## src/rtl/psum_accumulator.sv

```systemverilog
// psum_accumulator: sums signed IW-bit terms into a saturating AW-bit
// group total; one registered result per group over a valid/ready pair.
//
// Ports:
//   clk, rst_n                 clock, async active-low reset
//   in_valid/in_ready          term handshake (in_ready is combinational)
//   in_data, in_last, fp_dst   term, end-of-group flag, group format code
//   out_valid/out_ready        result handshake
//   out_data, out_fp_dst       group sum and captured format code
//   out_sat, out_trunc         sticky clamp flag, counter-forced end
//   out_cnt                    terms in the group
//   busy                       group in progress
module psum_accumulator #(
   parameter int IW = 16,
   parameter int AW = 32,
   parameter int CW = 8
) (
   input  logic          clk,
   input  logic          rst_n,
   input  logic          in_valid,
   output logic          in_ready,
   input  logic [IW-1:0] in_data,
   input  logic          in_last,
   input  logic [1:0]    fp_dst,
   output logic          out_valid,
   input  logic          out_ready,
   output logic [AW-1:0] out_data,
   output logic [1:0]    out_fp_dst,
   output logic          out_sat,
   output logic          out_trunc,
   output logic [CW-1:0] out_cnt,
   output logic          busy
);

   typedef enum logic {IDLE, ACC} state_t;

   localparam logic [AW-1:0] MAXV = {1'b0, {(AW-1){1'b1}}};
   localparam logic [AW-1:0] MINV = {1'b1, {(AW-1){1'b0}}};
   localparam logic [CW-1:0] CMAX = '1;

   state_t        state_q;
   logic [AW-1:0] acc_q, acc_d;
   logic [CW-1:0] cnt_q, cnt_d;
   logic          sat_q, sat_d;
   logic [1:0]    fpd_q, fpd_d;

   logic          ov_q;
   logic [AW-1:0] od_q;
   logic [1:0]    ofp_q;
   logic          os_q, ot_q;
   logic [CW-1:0] oc_q;

   logic          accept, first, ovf, trunc, fin;
   logic [AW:0]   sum;

   assign in_ready = ~(ov_q & ~out_ready);
   assign accept   = in_valid & in_ready;
   assign first    = (state_q == IDLE);

   // One guard bit: overflow shows as disagreement of the top two bits.
   assign sum = {acc_q[AW-1], acc_q}
              + {{(AW+1-IW){in_data[IW-1]}}, in_data};
   assign ovf = sum[AW] ^ sum[AW-1];

   always_comb begin
      acc_d = acc_q;
      cnt_d = cnt_q;
      sat_d = sat_q;
      fpd_d = fpd_q;
      if (first) begin
         acc_d = {{(AW-IW){in_data[IW-1]}}, in_data};
         cnt_d = CW'(1);
         sat_d = 1'b0;
         fpd_d = fp_dst;
      end else begin
         acc_d = ovf ? (sum[AW] ? MINV : MAXV) : sum[AW-1:0];
         cnt_d = cnt_q + CW'(1);
         sat_d = sat_q | ovf;
      end
   end

   // Counter-forced end only when the producer did not end it itself.
   assign trunc = ~in_last & (cnt_d == CMAX);
   assign fin   = in_last | trunc;

   always_ff @(posedge clk or negedge rst_n) begin
      if (!rst_n) begin
         state_q <= IDLE;
         acc_q   <= '0;
         cnt_q   <= '0;
         sat_q   <= 1'b0;
         fpd_q   <= 2'b00;
         ov_q    <= 1'b0;
         od_q    <= '0;
         ofp_q   <= 2'b00;
         os_q    <= 1'b0;
         ot_q    <= 1'b0;
         oc_q    <= '0;
      end else begin
         if (accept) begin
            acc_q   <= acc_d;
            cnt_q   <= cnt_d;
            sat_q   <= sat_d;
            fpd_q   <= fpd_d;
            state_q <= fin ? IDLE : ACC;
         end
         // A final beat reloads the result even while the old one is
         // being taken, so back-to-back groups need no bubble.
         if (accept && fin) begin
            ov_q  <= 1'b1;
            od_q  <= acc_d;
            ofp_q <= fpd_d;
            os_q  <= sat_d;
            ot_q  <= trunc;
            oc_q  <= cnt_d;
         end else if (out_ready) begin
            ov_q  <= 1'b0;
         end
      end
   end

   assign out_valid  = ov_q;
   assign out_data   = od_q;
   assign out_fp_dst = ofp_q;
   assign out_sat    = os_q;
   assign out_trunc  = ot_q;
   assign out_cnt    = oc_q;
   assign busy       = (state_q == ACC);

endmodule

```

## config.mk

```make
export PLATFORM = sky130hd
export DESIGN_NAME = psum_accumulator
export DESIGN_NICKNAME = d
export VERILOG_FILES = /design/src/rtl/psum_accumulator.sv
export SDC_FILE = /design/constraint.sdc
export NUM_CORES = 1
export LEC_CHECK = 0
export BUFFER_PORTS_ARGS = -buffer_cell sky130_fd_sc_hd__buf_2
export CORE_MARGIN = 2
export CORE_UTILIZATION = 60
export CTS_CLUSTER_SIZE = 8
export DETAILED_ROUTE_END_ITERATION = 10
export GPL_ROUTABILITY_DRIVEN = 0
export PLACE_DENSITY_LB_ADDON = 0.25
export SETUP_SLACK_MARGIN = 0.3
export SLEW_MARGIN = 40
export SYNTH_ARGS = -nofsm -noshare
export SYNTH_HDL_FRONTEND = slang
export SYNTH_SLANG_ARGS = --single-unit
```

## constraint.sdc

```tcl
create_clock -name clk -period 5.25 [get_ports clk]
set_input_delay 1.05 -clock clk [delete_from_list [all_inputs] [get_ports clk]]
set_output_delay 1.05 -clock clk [all_outputs]
set_load 0.02 [all_outputs]
```

# Yosys cells after proc, flatten, opt, wreduce, memory -nomap -nowiden
# Cells that the tools add are included.
word_totals:
  ff_bits: 89
  inputBits: 23
  output_inout_bits: 47
  elab_cells: 34
op_classes:
  n_addsub: 2
  eq_ne: 1
  muxes: 9
  n_bitwise: 9
  n_reduce_logical: 2
op_table:
  columns: ["cell", "n"]
  rows:
  - ["2-to-1 mux 32 bit", 3]
  - ["adder 32 x 16 -> 33 bit", 1]
  - ["adder 8 x 1 -> 8 bit (second input constant)", 1]
  - ["equality test 8 bit (second input constant)", 1]
  - ["2-to-1 mux 8 bit", 1]
  - ["2-to-1 mux 1 bit", 4]
  - ["AND 1 bit", 3]
  - ["inverter 1 bit", 3]
  - ["2-to-1 mux 2 bit", 1]
  - ["OR 1 bit", 2]
  - ["nonzero test 2 bit", 1]
  - ["logical AND 1 bit", 1]
  - ["XOR 1 bit", 1]

# Depth between registers and ports, before layout
# Gate-level depths: netlist of the first run.
depth:
  depth_word: 7
  mapped_depth: 12
  ltp_nobuf: 11

# Least setup slack after synthesis of the first run
# OpenSTA, ideal clock, no wires.
synth_path:
  path_kind: "input to register"
  from: "input port in_data[11]"
  to: "register od_q[0], in the netlist out_data[0]"
  setup_ns: 0.135
  arrival_ns: 3.356
  required_ns: 5.115
  path_slack_ns: 1.760
  stages: 11
  n_path_buf: 2
  cell_sequence: "ha_1 > buf_6 > a21o_1 > o21bai_1 > a221o_1 > o21a_2 > or3_4 > mux2_4 > buf_6 > a21oi_2 > o31ai_1"
synth_between:
  elab_chain_cells: 4
  elab_cells_between_ends: 5
  classes_between: "add/sub (1); mux (3); bitwise (1)"
synth_lines:
  columns: ["element", "line", "source"]
  rows:
  - ["from (decl)", "22", "input logic [IW-1:0] in_data,"]
  - ["adder 32 x 16 -> 33 bit (*)", "62", "+ {{(AW+1-IW){in_data[IW-1]}}, in_data};"]
  - ["2-to-1 mux 32 bit / XOR 1 bit (equally long branches)", "76, 63", null]
  - ["2-to-1 mux 32 bit (*)", "76", "acc_d = ovf ? (sum[AW] ? MINV : MAXV) : sum[AW-1:0];"]
  - ["2-to-1 mux 32 bit (*)", "70", "if (first) begin"]
  - ["to (signal assigned)", "94", "od_q <= '0;"]
  - ["to (signal assigned)", "111", "od_q <= acc_d;"]
  - ["to (decl)", "48", "logic [AW-1:0] od_q;"]
# Every way passes the cells marked *; elsewhere a longest branch is shown, timed or not.
# A chain may end at the register's enable or synchronous reset.

# Worst setup path in the final report of the first run
layout_path:
  from: "input port in_data[15]"
  to: "register acc_q[6]"
layout_between:
  elab_chain_cells: 4
  elab_cells_between_ends: 5
  classes_between: "add/sub (1); mux (3); bitwise (1)"
layout_lines:
  columns: ["element", "line", "source"]
  rows:
  - ["adder 32 x 16 -> 33 bit (*)", "62", null]
  - ["2-to-1 mux 32 bit / XOR 1 bit (equally long branches)", "76, 63", null]
  - ["2-to-1 mux 32 bit (*)", "76", null]
  - ["2-to-1 mux 32 bit (*)", "70", null]
  - ["to (signal assigned)", "89", "acc_q <= '0;"]
  - ["to (signal assigned)", "101", "acc_q <= acc_d;"]
  - ["to (decl)", "42", "logic [AW-1:0] acc_q, acc_d;"]
# Marks and branches as above.

==> results of run 1 <==
==> routing by layer <==
layer | vias up | GRT usage [%] | part of all wire, %
met5 | - | 0 | 0
met4 | 0 | 10.52 | 2.6
met3 | 35 | 5.979 | 6.2
met2 | 225 | 43.90 | 46
met1 | 2577 | 38.15 | 45
li1 | 2535 | - | -
==> cell type report <==
class	instances	area share (%)
multi-input combinational	519	53.00
clock inverter	3	0.7095
inverter	13	0.7478
clock buffer	13	2.435
timing repair buffer	75	6.424
tap	133	2.550
sequential	89	34.13
==> flip-flops by register name (all words and copies together) (netlist names) <==
register,count
acc_q,32
out_sat,1
out_fp_dst,2
out_cnt,8
fpd_q,2
cnt_q,8
out_valid,1
busy,1
out_trunc,1
sat_q,1
out_data,32
==> cell families (layout without fill, tap and decap cells) <==
group	Yosys count	in the layout	share of synthesized area [%]
AOI/OAI and AO/OA	221	221	26.16
muxes	6	6	1.342
and+or+nand+nor	223	223	17.85
buffers and inverters	51	104	4.909
DFF	89	89	37.34
xor gates and xnor gates	35	35	5.139
adders and majority gates	34	34	7.258
==> synthesized netlist by cell type, drive strengths merged (2+ instances only) <==
cell	number	area share [%]
nand3	16	1.4
o21ai	40	3.4
dfrtp	89	37
or2	4	0.42
a21o	18	2.3
nor2	49	3.1
a31oi	17	1.9
nor2b	5	0.52
nand4	8	0.84
o21bai	8	1.0
xnor2	22	3.2
a211oi	9	1.1
o311ai	2	0.42
xor2	13	1.9
o31a	3	0.44
nand2b	4	0.46
and4	3	0.44
a22oi	2	0.25
inv	13	0.82
and3	4	0.42
a221o	19	3.2
a21oi	40	3.9
and2	4	0.46
ha	33	6.9
a2111oi	2	0.29
o21a	6	0.78
nor3	25	2.6
mux2i	3	0.71
o211a	2	0.34
nand2	90	5.7
nor4	2	0.21
o31ai	24	3.0
o211ai	20	2.6
o2111ai	3	0.44
clkbuf	19	1.6
mux2	3	0.63
and3b	2	0.29
buf	19	2.5
==> per-stage QoR <==
stage | utilization, % | total power [W] | instance area, um2 | hold slack (ps) | cells
global placement | 64.61 | 0.003689 | 6286 | 444.2 | 828
CTS | 67.04 | 0.004261 | 6523 | 483.5 | 845
detailed placement | 64.93 | 0.003759 | 6317 | 462.9 | 829
finish | 67.07 | 0.004285 | 6525 | 474.0 | 845
floorplan | - | 0.003178 | 5964 | 452.6 | 659
global route | 67.07 | 0.004605 | 6525 | 503.1 | 845
==> power by group through the flow <==
stage / logic (W) / clock network, W / registers (W)
after floorplan: 0.00186 / 0 / 0.00131
after global placement: 0.00252 / 0 / 0.00117
after detailed placement: 0.00259 / 0 / 0.00117
after CTS: 0.00260 / 0.000498 / 0.00116
after global routing: 0.00287 / 0.000526 / 0.00121
final: 0.00263 / 0.000490 / 0.00117
==> worst max-delay path by stage <==
stage / end / slack, ps / depth (start not counted)
after floorplan: out_data[0] / 1760 / 11
after global placement: acc_q[24] / 1000 / 10
after detailed placement: acc_q[19] / 960 / 10
after CTS: acc_q[6] / 1330 / 11
after global routing: acc_q[6] / 1010 / 11
final: acc_q[6] / 1220 / 11
==> worst max-delay path: cells and delay by family <==
| family | cells | cell delay, ps |
|---|---|---|
| buffers and inverters | 2 | 650 |
| AND/OR/NAND/NOR | 2 | 500 |
| adder cells (fa/ha/maj) | 1 | 390 |
| AO/OA/AOI/OAI | 6 | 1680 |
==> results_dict.tcl, run 1 <==
set metrics [dict create \
    min_to "out_cnt[3]" \
    grt_max_degree 90 \
    reg2reg_to "out_data[28]" \
    r2r_slack_ps 1800 \
    pwr-share-comb_pct 61.3 \
    reg2reg_depth 7 \
    yosysWarnings 0 \
    port_buffers 69 \
    numCtsBuffers 9 \
    max_slew_margin_pct 50.06 \
    clock.fmax_mhz 248.1 \
    leakage_nw 2.962 \
    synth_flop_cell "dfrtp_1" \
    nets 764 \
    seq_area_um2 2227 \
    drv_slew 0 \
    setup_viol 0 \
    synthesis.nets 716 \
    vias_per_cell 6.357 \
    clock-root-buffer "clkbuf_8" \
    hp-start "out_cnt[3]" \
    multi_input_area_um2 3458 \
    die_y_um 103.7 \
    drt-pass1-iter-count 5 \
    critical_path_class "input pin to flip-flop" \
    yosysSeqAreaShare_pct 37.34 \
    p_sw_w 0.002043 \
    async_flop_share_pct 100.0 \
    tightest_slew_ps 749.1 \
    clk_pin_slew_ps 100 \
    fin_crit_ps 4031 \
    cp_max_fo 22 \
    final_critical_path_setup_slack_ps 1219 \
    critPathMaxStageDelay_ps 400 \
    path_common_cell "a211oi_1" \
    hpwl_mm 10.87 \
    cts_htree_levels 3 \
    netlist_area_um2 5964 \
    netlist_instances 659 \
    vdd_drop_max_v 0.0003625 \
    r2r_start "busy" \
    hp-class "flip-flop to flip-flop" \
    finalCritPeriodShare_pct 76.78 \
    postSynthAreaPerCell_um2 9.051 \
    outcome "finished, final reports clean" \
    rows 36 \
    cts_tree "done" \
    fillCellCount 816 \
    switching_share_pct 47.68 \
    cp.arrival_ps 4300 \
    start_util_pct 61.30 \
    finClkSkew_ps 15.65 \
    final_cell_mix "89 x nand2_1, 89 x dfrtp_1, 68 x buf_2, 49 x nor2_1, 36 x o21ai_0" \
    avgRoutedWirePerCell_um 17.34 \
    holdBufCountCts 0 \
    clock_sinks 89 \
    diodes 0 \
    num_vias 5372 \
    ant_nets 0 \
    antenna_found_initial 0 \
    cp.required_ps 5520 \
    drv_cap 0 \
    path_cells "buf_2 > ha_1 > a21oi_1 > o21ai_0 > a211oi_1 > o31ai_1 > or2_1 > o211ai_2 > buf_4 > nor2_1 > a211oi_1" \
    drc 0 \
    grt_usage_pct 27.93 \
    finalHoldViolations 0 \
    coreArea_um2 9729 \
    clk_path_buf_depth 2 \
    hold_depth 2 \
    grt_pass1_vias 5090 \
    drt_iter0_markers 426 \
    startpoint_type "input pin" \
    rsz0062_at_grt "false" \
    area_growth_pct 9.398 \
    pwr_density_cell_nw_per_um2 656.7 \
    ys_seq_elements 89 \
    clkPwrFrac_pct 11.4 \
    synth_edf_count 0 \
    place_ws_ps 960.6 \
    seqPwrFrac_pct 27.2 \
    num_io_pins 70 \
    die_w_um 103.7 \
    grt_pass1_wl_mm 24.77 \
    die_area_um2 10750 \
    worstSetupStartpoint "in_data[15]" \
    intPower_w 0.002242 \
    ys_types 73 \
    critPathSlowestCell "or2_1" \
    routed_wl_mm 14.65 \
    clk_latency_ps 360 \
    cts_setup_buffers 0 \
    layout-drive-gt1-share_pct 16.85 \
    post_cts_resized 0 \
    overflow 0 \
    tns_ps 0 \
    end_kind "flip-flop" \
]
(Power assumes the default switching activity.)
==> inputs of run 2 (changes only) <==
- CORE_UTILIZATION: 60 -> 59
- clock period: 5.25 -> 4 ns (I/O delays scaled with it)
==> results_dict.tcl, run 2 (synthesis gave the netlist of run 1 again) <==
set metrics [dict create \
    layout-drive-gt1-share_pct 17.37 \
    antenna_found_initial 0 \
    hpwl_mm 10.78 \
    multi_input_area_um2 3470 \
    clk_path_buf_depth 2 \
    max_slew_margin_pct 52.08 \
    avgRoutedWirePerCell_um 17.66 \
    numCtsBuffers 9 \
    holdBufCountCts 0 \
    fin_cells 847 \
    routed_wl_mm 14.96 \
    final_critical_path_setup_slack_ps 452.5 \
    coreArea_um2 9774 \
    p_sw_w 0.002753 \
    cp.required_ps 4250 \
    fillCellCount 810 \
    grt_max_degree 90 \
    pwr-share-comb_pct 61.5 \
    finClkSkew_ps 10.66 \
    area_growth_pct 9.608 \
    die_w_um 104.5 \
    port_buffers 69 \
    fin_area_um2 6538 \
    finalCritPeriodShare_pct 88.69 \
    setup_viol 0 \
    critical_path_class "input pin to flip-flop" \
    die_area_um2 10930 \
    grt_pass1_vias 5105 \
    final_cell_mix "89 x nand2_1, 89 x dfrtp_1, 67 x buf_2, 49 x nor2_1, 36 x o21ai_0" \
    r2r_slack_ps 780 \
    clock.fmax_mhz 281.9 \
    finalHoldViolations 0 \
    critPathCapture "acc_q[23]" \
    post_dp_cell_area_um2 6320 \
    cp.arrival_ps 3800 \
    clock-root-buffer "clkbuf_8" \
    clkPwrFrac_pct 11.7 \
    place_ws_ps -0.7132 \
    cts_htree_levels 3 \
    reg2reg_depth 9 \
    nets 766 \
    startpoint_type "input pin" \
    rsz0062_at_grt "false" \
    intPower_w 0.002933 \
    placed_cells 831 \
    outcome "finished, final reports clean" \
    hp-class "input pin to async pin" \
    overflow 0 \
    drv_cap 0 \
    seqPwrFrac_pct 26.8 \
    clock_sinks 89 \
    vdd_drop_max_v 0.0004580 \
    clk_pin_slew_ps 100 \
    seq_area_um2 2227 \
    switching_share_pct 48.41 \
    clk_latency_ps 370 \
    die_y_um 104.5 \
    worstSetupStartpoint "in_data[15]" \
    drt-pass1-iter-count 5 \
    cp_max_fo 22 \
    cts_tree "done" \
    reg2reg_to "acc_q[23]" \
    drt_iter0_markers 379 \
    leakage_nw 2.968 \
    ant_nets 0 \
    grt_pass1_wl_mm 25.53 \
    vias_per_cell 6.409 \
    diodes 0 \
    end_kind "flip-flop" \
    rows 36 \
    cts_setup_buffers 0 \
    grt_usage_pct 28.56 \
    tightest_slew_ps 718.7 \
    pwr_density_cell_nw_per_um2 869.8 \
    drc 0 \
    start_util_pct 61.02 \
    num_io_pins 70 \
    fin_crit_ps 3548 \
    num_vias 5428 \
    r2r_start "acc_q[19]" \
    drv_slew 0 \
]
-- run 2: cell types whose count changed in the layout (fill, tap and decap cells not counted), sizes merged --
cell      before  now
clkbuf        14   12
inv           14   16
clkinvlp       1    0
clkinv         0    2
buf           74   75
-- run 2: cell type report --
| cell class | instances | share of cell area, % |
|---|---|---|
| repair buffers | 77 | 6.488 |
| clock buffers | 10 | 1.952 |
| well taps | 133 | 2.545 |
| multi-input cells | 519 | 53.07 |
| flip-flops and latches | 89 | 34.07 |
| clock inverters | 6 | 1.129 |
| inverters | 13 | 0.7464 |
-- run 2: power by group through the flow --
| stage | registers (W) | clock network, W | logic (W) |
|---|---|---|---|
| floorplan | 0.00173 | 0 | 0.00245 |
| global placement | 0.00152 | 0 | 0.00331 |
| detailed placement | 0.00154 | 0 | 0.00340 |
| CTS | 0.00152 | 0.000663 | 0.00343 |
| global route | 0.00158 | 0.000702 | 0.00382 |
| finish | 0.00153 | 0.000663 | 0.00350 |
-- run 2: what timing repair did --
item / CTS / global route
resized for setup: 0 / 3
setup endpoints to repair: 0 / 50
hold endpoints to repair: 0 / 0
-- run 2: stage by stage --
step           power (W)  hold WS, ps  TNS (ps)  util [%]
6_report        0.005686        474.4         0     66.88
5_1_grt         0.006100        515.6         0     66.88
4_1_cts         0.005613        483.4         0     66.72
3_5_place_dp    0.004936        462.1   -0.7132     64.66
3_3_place_gp    0.004833        448.3         0     64.46
2_1_floorplan   0.004171        452.6         0         -
-- run 2: metal layers --
layer / vias up / track usage (%) / part of all wire (%)
met5: - / 0 / 0
met4: 0 / 10.62 / 2.2
met3: 36 / 4.117 / 7.9
met2: 265 / 44.02 / 45
met1: 2592 / 40.96 / 44
li1: 2535 / - / -
-- run 2: worst max-delay path, stage by stage --
cell and delay, ps:
clkbuf_4 240, ha_1 440, a21o_1 210, o21bai_1 180, a2111oi_0 440, o21ai_0 270, or3_4 450, mux2i_4 290
nor3_4 110, a221o_1 360
-- run 2: how the worst min path moves through the flow --
stage                               to  slack, ps  cells after the start
final                      out_data[7]        470                      1
after global routing      out_data[14]        520                      2
after floorplan               acc_q[0]        450                      2
after detailed placement   out_data[4]        460                      2
after CTS                  out_data[4]        480                      2
after global placement      out_cnt[2]        450                      2
==> inputs of run 3 (changes only) <==
- GPL_TIMING_DRIVEN: unset -> 0
==> results_dict.tcl, run 3 (synthesis gave the netlist of run 1 again) <==
set metrics [dict create \
    layout-drive-gt1-share_pct 18.39 \
    nets 797 \
    final_cell_mix "90 x nand2_1, 89 x dfrtp_1, 74 x buf_2, 49 x nor2_1, 35 x o21ai_0" \
    die_w_um 104.5 \
    hpwl_mm 12.16 \
    port_buffers 69 \
    cts_tree "done" \
    fillCellCount 818 \
    r2r_slack_ps 770 \
    num_vias 5610 \
    outcome "finished, final reports clean" \
    pwr_density_cell_nw_per_um2 868.6 \
    cp.arrival_ps 3780 \
    avgRoutedWirePerCell_um 18.43 \
    finClkSkew_ps 11.10 \
    grt_pass1_vias 5455 \
    tns_ps 0 \
    finalHoldViolations 0 \
    hp-class "input pin to async pin" \
    die_y_um 104.5 \
    clock.fmax_mhz 284.8 \
    setup_viol 0 \
    clk_latency_ps 380 \
    tightest_slew_ps 726.3 \
    final_common_cell "nand2_1" \
    fin_cells 878 \
    critical_path_class "input pin to flip-flop" \
    grt_pass1_wl_mm 27.01 \
    vdd_drop_max_v 0.0005021 \
    wl_met2_mm 7.536 \
    cp_max_fo 22 \
    routed_wl_mm 16.18 \
    start_util_pct 61.02 \
    clock_sinks 89 \
    place_ws_ps 0.9779 \
    drv_slew 0 \
    drv_cap 0 \
    area_growth_pct 12.96 \
    num_io_pins 70 \
    max_slew_margin_pct 51.58 \
    cp.required_ps 4270 \
    clock-root-buffer "clkbuf_8" \
    fin_crit_ps 3511 \
    rows 36 \
    p_total_w 0.005852 \
    drt-pass1-iter-count 5 \
    grt_usage_pct 30.24 \
    drt_iter0_markers 504 \
    final_critical_path_setup_slack_ps 489.4 \
    diodes 0 \
    leakage_nw 3.079 \
    vias_per_cell 6.390 \
    die_area_um2 10930 \
    top_layer_used "met4" \
    clk_pin_slew_ps 110 \
    cts_setup_buffers 0 \
    startpoint_type "input pin" \
    grt_max_degree 54 \
    drc 0 \
    placed_cells 862 \
    wl_met1_mm 7.045 \
    whs_ps 296.4 \
    finalCritPeriodShare_pct 87.77 \
    numCtsBuffers 9 \
    cts_htree_levels 3 \
    rsz0062_at_grt "false" \
    overflow 0 \
    ant_nets 0 \
    met3WireLength_mm 1.316 \
    end_kind "flip-flop" \
    coreArea_um2 9774 \
    clk_path_buf_depth 2 \
    antenna_found_initial 0 \
]
-- run 3: what timing repair did --
item | CTS | global route
hold buffers | 0 | 0
resized for setup | 0 | 3
endpoints found under the setup margin | 0 | 60
-- run 3: worst max-delay path, cell delays in order --
cell       delay (ps)
clkbuf_4          250
ha_1              340
buf_2             170
a21o_1            180
o21bai_1          210
a2111oi_0         380
o21ai_1           230
or3_4             430
mux2i_4           300
nor3_4            130
a221o_1           360
-- run 3: layout make-up --
type,count,area [um2],share of cell area (%)
Clock buffer,9,123.9,1.838
Sequential cell,89,2227,33.05
Inverter,13,48.80,0.7242
Clock inverter,7,97.59,1.448
Tap cell,133,166.4,2.470
Timing Repair Buffer,70,381.6,5.664
Multi-Input combinational cell,519,3448,51.18
Buffer,38,244.0,3.621
-- run 3: where the power goes --
group | internal [W] | switching, W
clock | 0.000310 | 0.000387
combinational | 0.00143 | 0.00220
sequential | 0.00128 | 0.000244
total | 0.00302 | 0.00283
-- run 3: per-layer routing --
layer | GRT usage [%] | vias up
met3 | 4.367 | 35
met5 | 0 | -
met4 | 7.819 | 0
met1 | 42.28 | 2700
li1 | - | 2599
met2 | 49.49 | 276
-- run 3: final timing paths --
check,from,to,cells after the start
setup / recovery,in_data[15],acc_q[29],11
hold / removal,rst_n,out_data[3],1
setup reg to reg,acc_q[0],out_data[30],11
hold reg to reg,out_cnt[2],out_cnt[2],2
min in group clk,out_cnt[2],out_cnt[2],2
max in group asynchronous,rst_n,acc_q[21],2
-- run 3: metrics by stage --
stage	utilization [%]	instance area [um2]
detailed placement	66.60	6510
global route	68.93	6738
CTS	68.87	6731
floorplan	-	5964
finish	68.93	6738
global placement	66.26	6476
